**src/rtl/seven_seg_scanner.sv**
```systemverilog
// Four-digit display scanner feeding a shared seven_seg_decoder, with
// frame-synchronous double buffering and leading-zero blanking; `SEG_BLINK_EN adds per-digit blinking.
module seven_seg_scanner #(
  parameter int unsigned REFRESH_DIV  = 100000,
  parameter int unsigned BLINK_FRAMES = 128
) (
  input  logic        clk_in,
  input  logic        reset,
  input  logic [19:0] codes_in,
  input  logic        load,
  input  logic        lzb,
  input  logic [3:0]  blink_mask,
  output logic [4:0]  digit,
  output logic [3:0]  an,
  output logic        frame_start,
  output logic        upd_pending
);

  localparam int unsigned      CNT_W   = (REFRESH_DIV > 1) ? $clog2(REFRESH_DIV) : 1;
  localparam logic [CNT_W-1:0] CNT_MAX = CNT_W'(REFRESH_DIV - 1);
  localparam logic [4:0]       BLANK   = 5'd18;
  localparam logic [4:0]       MAX_OK  = 5'd18;

  logic [CNT_W-1:0] r_cnt;
  logic [1:0]       r_sel;
  logic [1:0]       r_sel_d;
  logic             r_sel_d_vld;
  logic             r_frame_start;
  logic             r_upd;
  logic [3:0][4:0]  r_active;
  logic [3:0][4:0]  r_pending;
  logic [4:0]       r_digit;
  logic [3:0]       r_an;

  logic             w_tick;
  logic             w_frame;
  logic             w_hidden;
  logic [3:0]       w_zero;
  logic [3:0]       w_lz_blank;
  logic [4:0]       w_code;

  assign w_tick  = (r_cnt == CNT_MAX);
  assign w_frame = w_tick && (r_sel == 2'd3);

  always_ff @(posedge clk_in or posedge reset) begin
    if (reset) begin
      r_cnt <= '0;
      r_sel <= '0;
    end else if (w_tick) begin
      r_cnt <= '0;
      r_sel <= r_sel + 2'd1;
    end else begin
      r_cnt <= r_cnt + 1'b1;
    end
  end

  always_ff @(posedge clk_in or posedge reset) begin
    if (reset) begin
      r_frame_start <= 1'b0;
    end else begin
      r_frame_start <= w_frame;
    end
  end

  // Commit reads the old pending value, so a load on the commit cycle stays pending.
  always_ff @(posedge clk_in or posedge reset) begin
    if (reset) begin
      r_active  <= {4{BLANK}};
      r_pending <= {4{BLANK}};
      r_upd     <= 1'b0;
    end else begin
      if (w_frame && r_upd) begin
        r_active <= r_pending;
      end
      if (load) begin
        r_pending <= codes_in;
        r_upd     <= 1'b1;
      end else if (w_frame) begin
        r_upd <= 1'b0;
      end
    end
  end

`ifdef SEG_BLINK_EN
  localparam int unsigned       FCNT_W = (BLINK_FRAMES > 1) ? $clog2(BLINK_FRAMES) : 1;
  localparam logic [FCNT_W-1:0] FCNT_MAX = FCNT_W'(BLINK_FRAMES - 1);

  logic [FCNT_W-1:0] r_fcnt;
  logic              r_hidden;

  always_ff @(posedge clk_in or posedge reset) begin
    if (reset) begin
      r_fcnt   <= '0;
      r_hidden <= 1'b0;
    end else if (r_frame_start) begin
      if (r_fcnt == FCNT_MAX) begin
        r_fcnt   <= '0;
        r_hidden <= ~r_hidden;
      end else begin
        r_fcnt <= r_fcnt + 1'b1;
      end
    end
  end

  assign w_hidden = r_hidden;
`else
  logic w_unused_blink;
  assign w_unused_blink = ^blink_mask ^ (BLINK_FRAMES == 0);
  assign w_hidden       = 1'b0;
`endif

  // A digit is a leading zero when it and every digit to its left hold code 0.
  always_comb begin
    w_zero        = '0;
    w_lz_blank    = '0;
    for (int unsigned i = 0; i < 4; i++) begin
      w_zero[i] = (r_active[i] == 5'd0);
    end
    w_lz_blank[3] = w_zero[3];
    w_lz_blank[2] = w_zero[3] & w_zero[2];
    w_lz_blank[1] = w_zero[3] & w_zero[2] & w_zero[1];
    w_lz_blank[0] = 1'b0;
  end

  always_comb begin
    w_code = r_active[r_sel];
    if (w_code > MAX_OK) begin
      w_code = BLANK;
    end
    if (lzb && w_lz_blank[r_sel]) begin
      w_code = BLANK;
    end
    if (w_hidden && blink_mask[r_sel]) begin
      w_code = BLANK;
    end
  end

  // Anodes run one cycle behind digit to match the decoder's output register.
  always_ff @(posedge clk_in or posedge reset) begin
    if (reset) begin
      r_digit     <= BLANK;
      r_sel_d     <= '0;
      r_sel_d_vld <= 1'b0;
      r_an        <= 4'b1111;
    end else begin
      r_digit     <= w_code;
      r_sel_d     <= r_sel;
      r_sel_d_vld <= 1'b1;
      r_an        <= r_sel_d_vld ? ~(4'b0001 << r_sel_d) : 4'b1111;
    end
  end

  assign digit       = r_digit;
  assign an          = r_an;
  assign frame_start = r_frame_start;
  assign upd_pending = r_upd;

endmodule

```
**config.mk**
```make
export PLATFORM = sky130hd
export DESIGN_NAME = seven_seg_scanner
export DESIGN_NICKNAME = d
export VERILOG_FILES = /design/src/rtl/seven_seg_scanner.sv
export SDC_FILE = /design/constraint.sdc
export NUM_CORES = 1
export LEC_CHECK = 0
export ABC_AREA = 0
export CAP_MARGIN = 10
export CORE_MARGIN = 10
export CORE_UTILIZATION = 45
export DETAILED_ROUTE_END_ITERATION = 7
export PLACE_DENSITY = 0.74
export SLEW_MARGIN = 40
export SYNTH_ARGS = -nofsm -noshare
export SYNTH_HDL_FRONTEND = slang
export SYNTH_SLANG_ARGS = --single-unit
```
**constraint.sdc**
```tcl
create_clock -name clk_in -period 7.5 [get_ports clk_in]
set_clock_uncertainty 0.15 [all_clocks]
set_input_delay 1.5 -clock clk_in [delete_from_list [all_inputs] [get_ports clk_in]]
set_output_delay 1.5 -clock clk_in [all_outputs]
set_load 0.03 [all_outputs]
```
**Yosys cells after proc, flatten, opt, wreduce, memory -nomap -nowiden**

Cells that the tools add are included.

- Register bits after elaboration: 73
- Word-level logic and storage cells: 43

- Add/subtract/negate cells: 2
- Order comparisons: 2
- Equal/unequal tests: 2
- Shift-type cells: 1
- Multiplexer cells: 10
- Bitwise operators: 3
- Reduce and logical (&&, ||, !) cells: 7

Operators by type and width:

| cell | number |
|---|---|
| adder 17 x 1 -> 17 bit (second input constant) | 1 |
| == test 17 bit (second input constant) | 1 |
| 2-to-1 mux 17 bit | 1 |
| logical NOT 5 bit | 3 |
| 2-to-1 mux 5 bit | 3 |
| binary-select mux 5 bit (select 2 bit) | 1 |
| > comparator 5 bit (second input constant) | 1 |
| 2-to-1 mux 4 bit | 1 |
| inverter 4 bit | 1 |
| left shift 1 x 2 -> 4 bit (first input constant) | 1 |
| logical AND 1 bit | 3 |
| less-than comparator 2 x 3 -> 1 bit (second input constant) | 1 |
| 2-to-1 mux 1 bit | 3 |
| adder 2 x 1 -> 2 bit (second input constant) | 1 |
| bitwise AND 1 bit | 2 |
| binary-select mux 1 bit (select 2 bit) | 1 |
| == test 2 bit (second input constant) | 1 |
| nonzero test 2 bit | 1 |

**Depth between registers and ports, before layout**

- Depth after elaboration: 7
- Mapped depth: 7
- Depth with buffers taken out: 5

**Worst setup path after synthesis**

No wires, ideal clock.

- Path kind: in2reg
- Start point: input port load
- End point: register r_pending[0] (netlist bit)
- Data arrival time: 2.182 ns
- Data required time: 7.225 ns
- Slack: 5.043 ns
- Stages: 2
- Path buffers: 1
- Cell sequence: clkbuf_1 mux2_2

RTL lines:

| what | line | source |
|---|---|---|
| start, declared | 10 | `input logic load,` |
| end signal, assigned | 69 | `r_pending <= {4{BLANK}};` |
| end signal, assigned | 76 | `r_pending <= codes_in;` |
| end, declared | 31 | `logic [3:0][4:0] r_pending;` |

No word-level cell between the ends.

**Worst setup path in the final report**

- Start point: register r_an[3], in the netlist an[3]
- End point: output port an[3]

RTL lines:

| what | line | source |
|---|---|---|
| start, declared | 33 | `logic [3:0] r_an;` |
| start signal, assigned | 149 | `r_an <= r_sel_d_vld ? ~(4'b0001 << r_sel_d) : 4'b1111;` |
| end, declared | 14 | `output logic [3:0] an,` |

No word-level cell between the ends.

==> key figures <==
Critical path
  – Crit path required time: 5.85 ns
  – Startpoint Class: flop
  – WP buf/inv: 1
  – CP Cell Sequence: clkdlybuf4s50_1
  – Crit path max-delay family: buffers and inverters
  – Worst Setup End Kind: output pin
  – Crit Path Class: flop to output pin
  – Data arrival, critical path: 1.53 ns
  – Worst-path fanout max: 1
  – CP max-delay cell: clkdlybuf4s50_1
  – Worst path max stage delay: 0.66 ns

Timing
  – Final period util: 0.4234
  – Setup TNS: 0 ns
  – Final Slew Violations: 0
  – F_max: about 310 MHz
  – Slew headroom: 0.5859
  – Unrepaired setup endpoints after global routing: false
  – Final worst slack: 4.324 ns
  – Final hold violation count: 0
  – Endpoints failing setup: 0
  – Tmin final: 3.176 ns
  – Measured slew at the worst slew-check pin: 0.6212 ns

Pwr
  – Pleak: around 1.6 nW
  – Pwr/cell area: 208.0 nW/µm²
  – Power Total: approximately 0.76 mW
  – Worst vdd ir: 98.11 µV

Clock tree
  – # resized after CTS: 0
  – Setup Fix Bufs, Post-CTS: 0
  – Clock slew at reported path FFs: around 0.070 ns
  – Hold Buf Count CTS: 0
  – Worst skew pair latency: approximately 0.34 ns
  – Max clock buf depth: 2
  – Root Driver: clkbuf_8
  – CTS tree: done
  – CTS H-tree depth: 3
  – # clock sinks: 73
  – CTS Buf Count: 9

Finish
  – Finished Core Util: 0.5680
  – Final Cell Area: 3669 µm²
  – Commonest non-fill, non-tap cell in the layout: dfrtp_1
  – Area growth from synthesis to layout: 20.31%
  – N_diodes: 0
  – Most frequent cells in the layout: dfrtp_1, mux2_2, clkdlybuf4s50_1
  – Total Nets Final: between 200 and 300
  – Layout cells sized above 1: 0.3602

Routing
  – Routed WL: 5.163 mm
  – Via density per instance: around 5.2
  – DRT iter0 DRCs: 55
  – Number of vias in the routed layout: 1761
  – Remaining DRCs: 0
  – Routed Antenna Nets: 0
  – Number of detailed-route iterations in the first pass: 4
  – WL per Instance: roughly 15 µm

Yosys
  – Synth Net Count: 245
  – Synth top area share: 0.4185
  – Syn Std Cell Area: about 3000 µm²
  – Post-Syn Instances: 215
  – Ys flop type: dfrtp_1
  – FF+latch count, synth: 73
  – Syn_area_per_cell: 14.18 µm²
  – Top cells by area, synth: dfrtp_1, dfstp_2, mux2_2, mux4_2, xnor2_1
  – Yosys top cell by area: dfrtp_1
  – Async set-reset flop share out of synthesis: 1.000
  – Sequential share of the synthesized area: 0.6081
  – Warnings from Yosys: 0
  – Distinct cells, synth: 40
  – Post-synth EDFFs: 0

Place
  – Placed cell area: 3462 µm²
  – Hpwl dp: 3.572 mm
  – PortBufs: 34
  – Setup WS pre-CTS: 4.683 ns
  – Global placement routability congestion: 0.8264

Global routing
  – Gr usage total: 0.1086
  – First-pass GRT wire length: 8.714 mm
  – Vias in the first global route: 1727
  – Largest net degree at the start of global routing: 74
  – Antenna violations before repair: 0
  – Total gr overflow: 0

Min path
  – Min-delay worst type: flop to flop

Job
  – Max cap viols: 0

Die
  – Die W: 102.3 µm
  – Num rows: 29
  – Io pins: 39
  – Core area: 6459 µm²
  – Die ar.: 10470 µm²
  – Die height: 102.3 µm
  – Effective utilization at floorplan: 0.4721

Outcome
  – Status: complete, no violations
final cells by class:
type	instances	area (µm²)
Fill cell	549	2790
Clock buffer	12	155.1
Sequential cell	73	1854
Clock inverter	4	51.30
Tap cell	77	96.34
Inverter	5	18.77
Timing Repair Buffer	36	354.1
Multi-Input combinational cell	131	1139
worst register-to-register path, cell delays in order (launching register included):
cell and delay [ns]:
dfrtp_1 0.43, or4b_4 0.57, or3_4 0.36, nor4_4 0.13, buf_4 0.30, mux2_2 0.38
metal layers:
metal | up-vias | track usage | wire, µm
met2 | 47 | 0.1462 | 2208
met1 | 851 | 0.1417 | 2429
met4 | 0 | 0.07158 | 164
li1 | 851 | - | -
met5 | - | 0 | 0
met3 | 12 | 0.04184 | 361
through the flow:
stage / hold WS [ns] / instances
after detailed placement: 0.3026 / 322
final: 0.3168 / 338
after CTS: 0.3153 / 338
after global routing: 0.3654 / 338
after global placement: 0.2910 / 322
after floorplan: 0.2281 / 215
cells in the mapped netlist, types with 2 or more instances:
master,n
nor2b_1,2
nor4b_1,2
nand2_1,11
o21bai_1,3
nand3_1,7
nor4_1,2
nor3_1,3
nor2_1,14
nand3b_1,3
dfstp_2,22
buf_6,2
clkbuf_1,4
dfrtp_1,51
inv_1,5
mux4_2,5
xnor2_1,10
nand4_1,2
xor2_1,4
mux2_2,41
ha_1,2
path summary, 6_finish.rpt:
check / end / slack, ns / start / depth (start not counted)
min: an[1]$_DFF_PP1_ / 0.32 / r_sel_d[0]$_DFF_PP0_ / 1
min in group asynchronous: r_sel_d[0]$_DFF_PP0_ / 1.49 / reset / 3
max: an[3] / 4.32 / an[3]$_DFF_PP1_ / 1
min reg2reg: an[1]$_DFF_PP1_ / 0.32 / r_sel_d[0]$_DFF_PP0_ / 1
max reg2reg: r_active[15]$_DFFE_PP0P_ / 5.07 / r_cnt[12]$_DFF_PP0_ / 5
max in group asynchronous: r_pending[10]$_DFFE_PP0P_ / 5.30 / reset / 3
kinds of logic after synthesis:
group                    after synthesis  synth area share
flip-flops                            73            0.6081
XOR/XNOR                              14           0.04021
multiplexers                          47            0.1916
adder cells (fa/ha/maj)                2          0.008205
buffers and inverters                 11           0.01846
other                                  1          0.001230
AND/OR/NAND/NOR                       58            0.1104
AO/OA/AOI/OAI                          9           0.02175
sequential cells by signal, summed over array words and instances (netlist names):
signal and flops:
an 4, digit 5, frame_start 1, r_active 20, r_cnt 17, r_pending 20
r_sel 2, r_sel_d 2, r_sel_d_vld 1, upd_pending 1
where the power goes:
group	switching, mW	internal [mW]	total (mW)
Combinational	0.0143	0.0211	0.0353
Clock	0.141	0.172	0.313
Sequential	0.00598	0.409	0.415
Power figures use the tool's default switching activity.
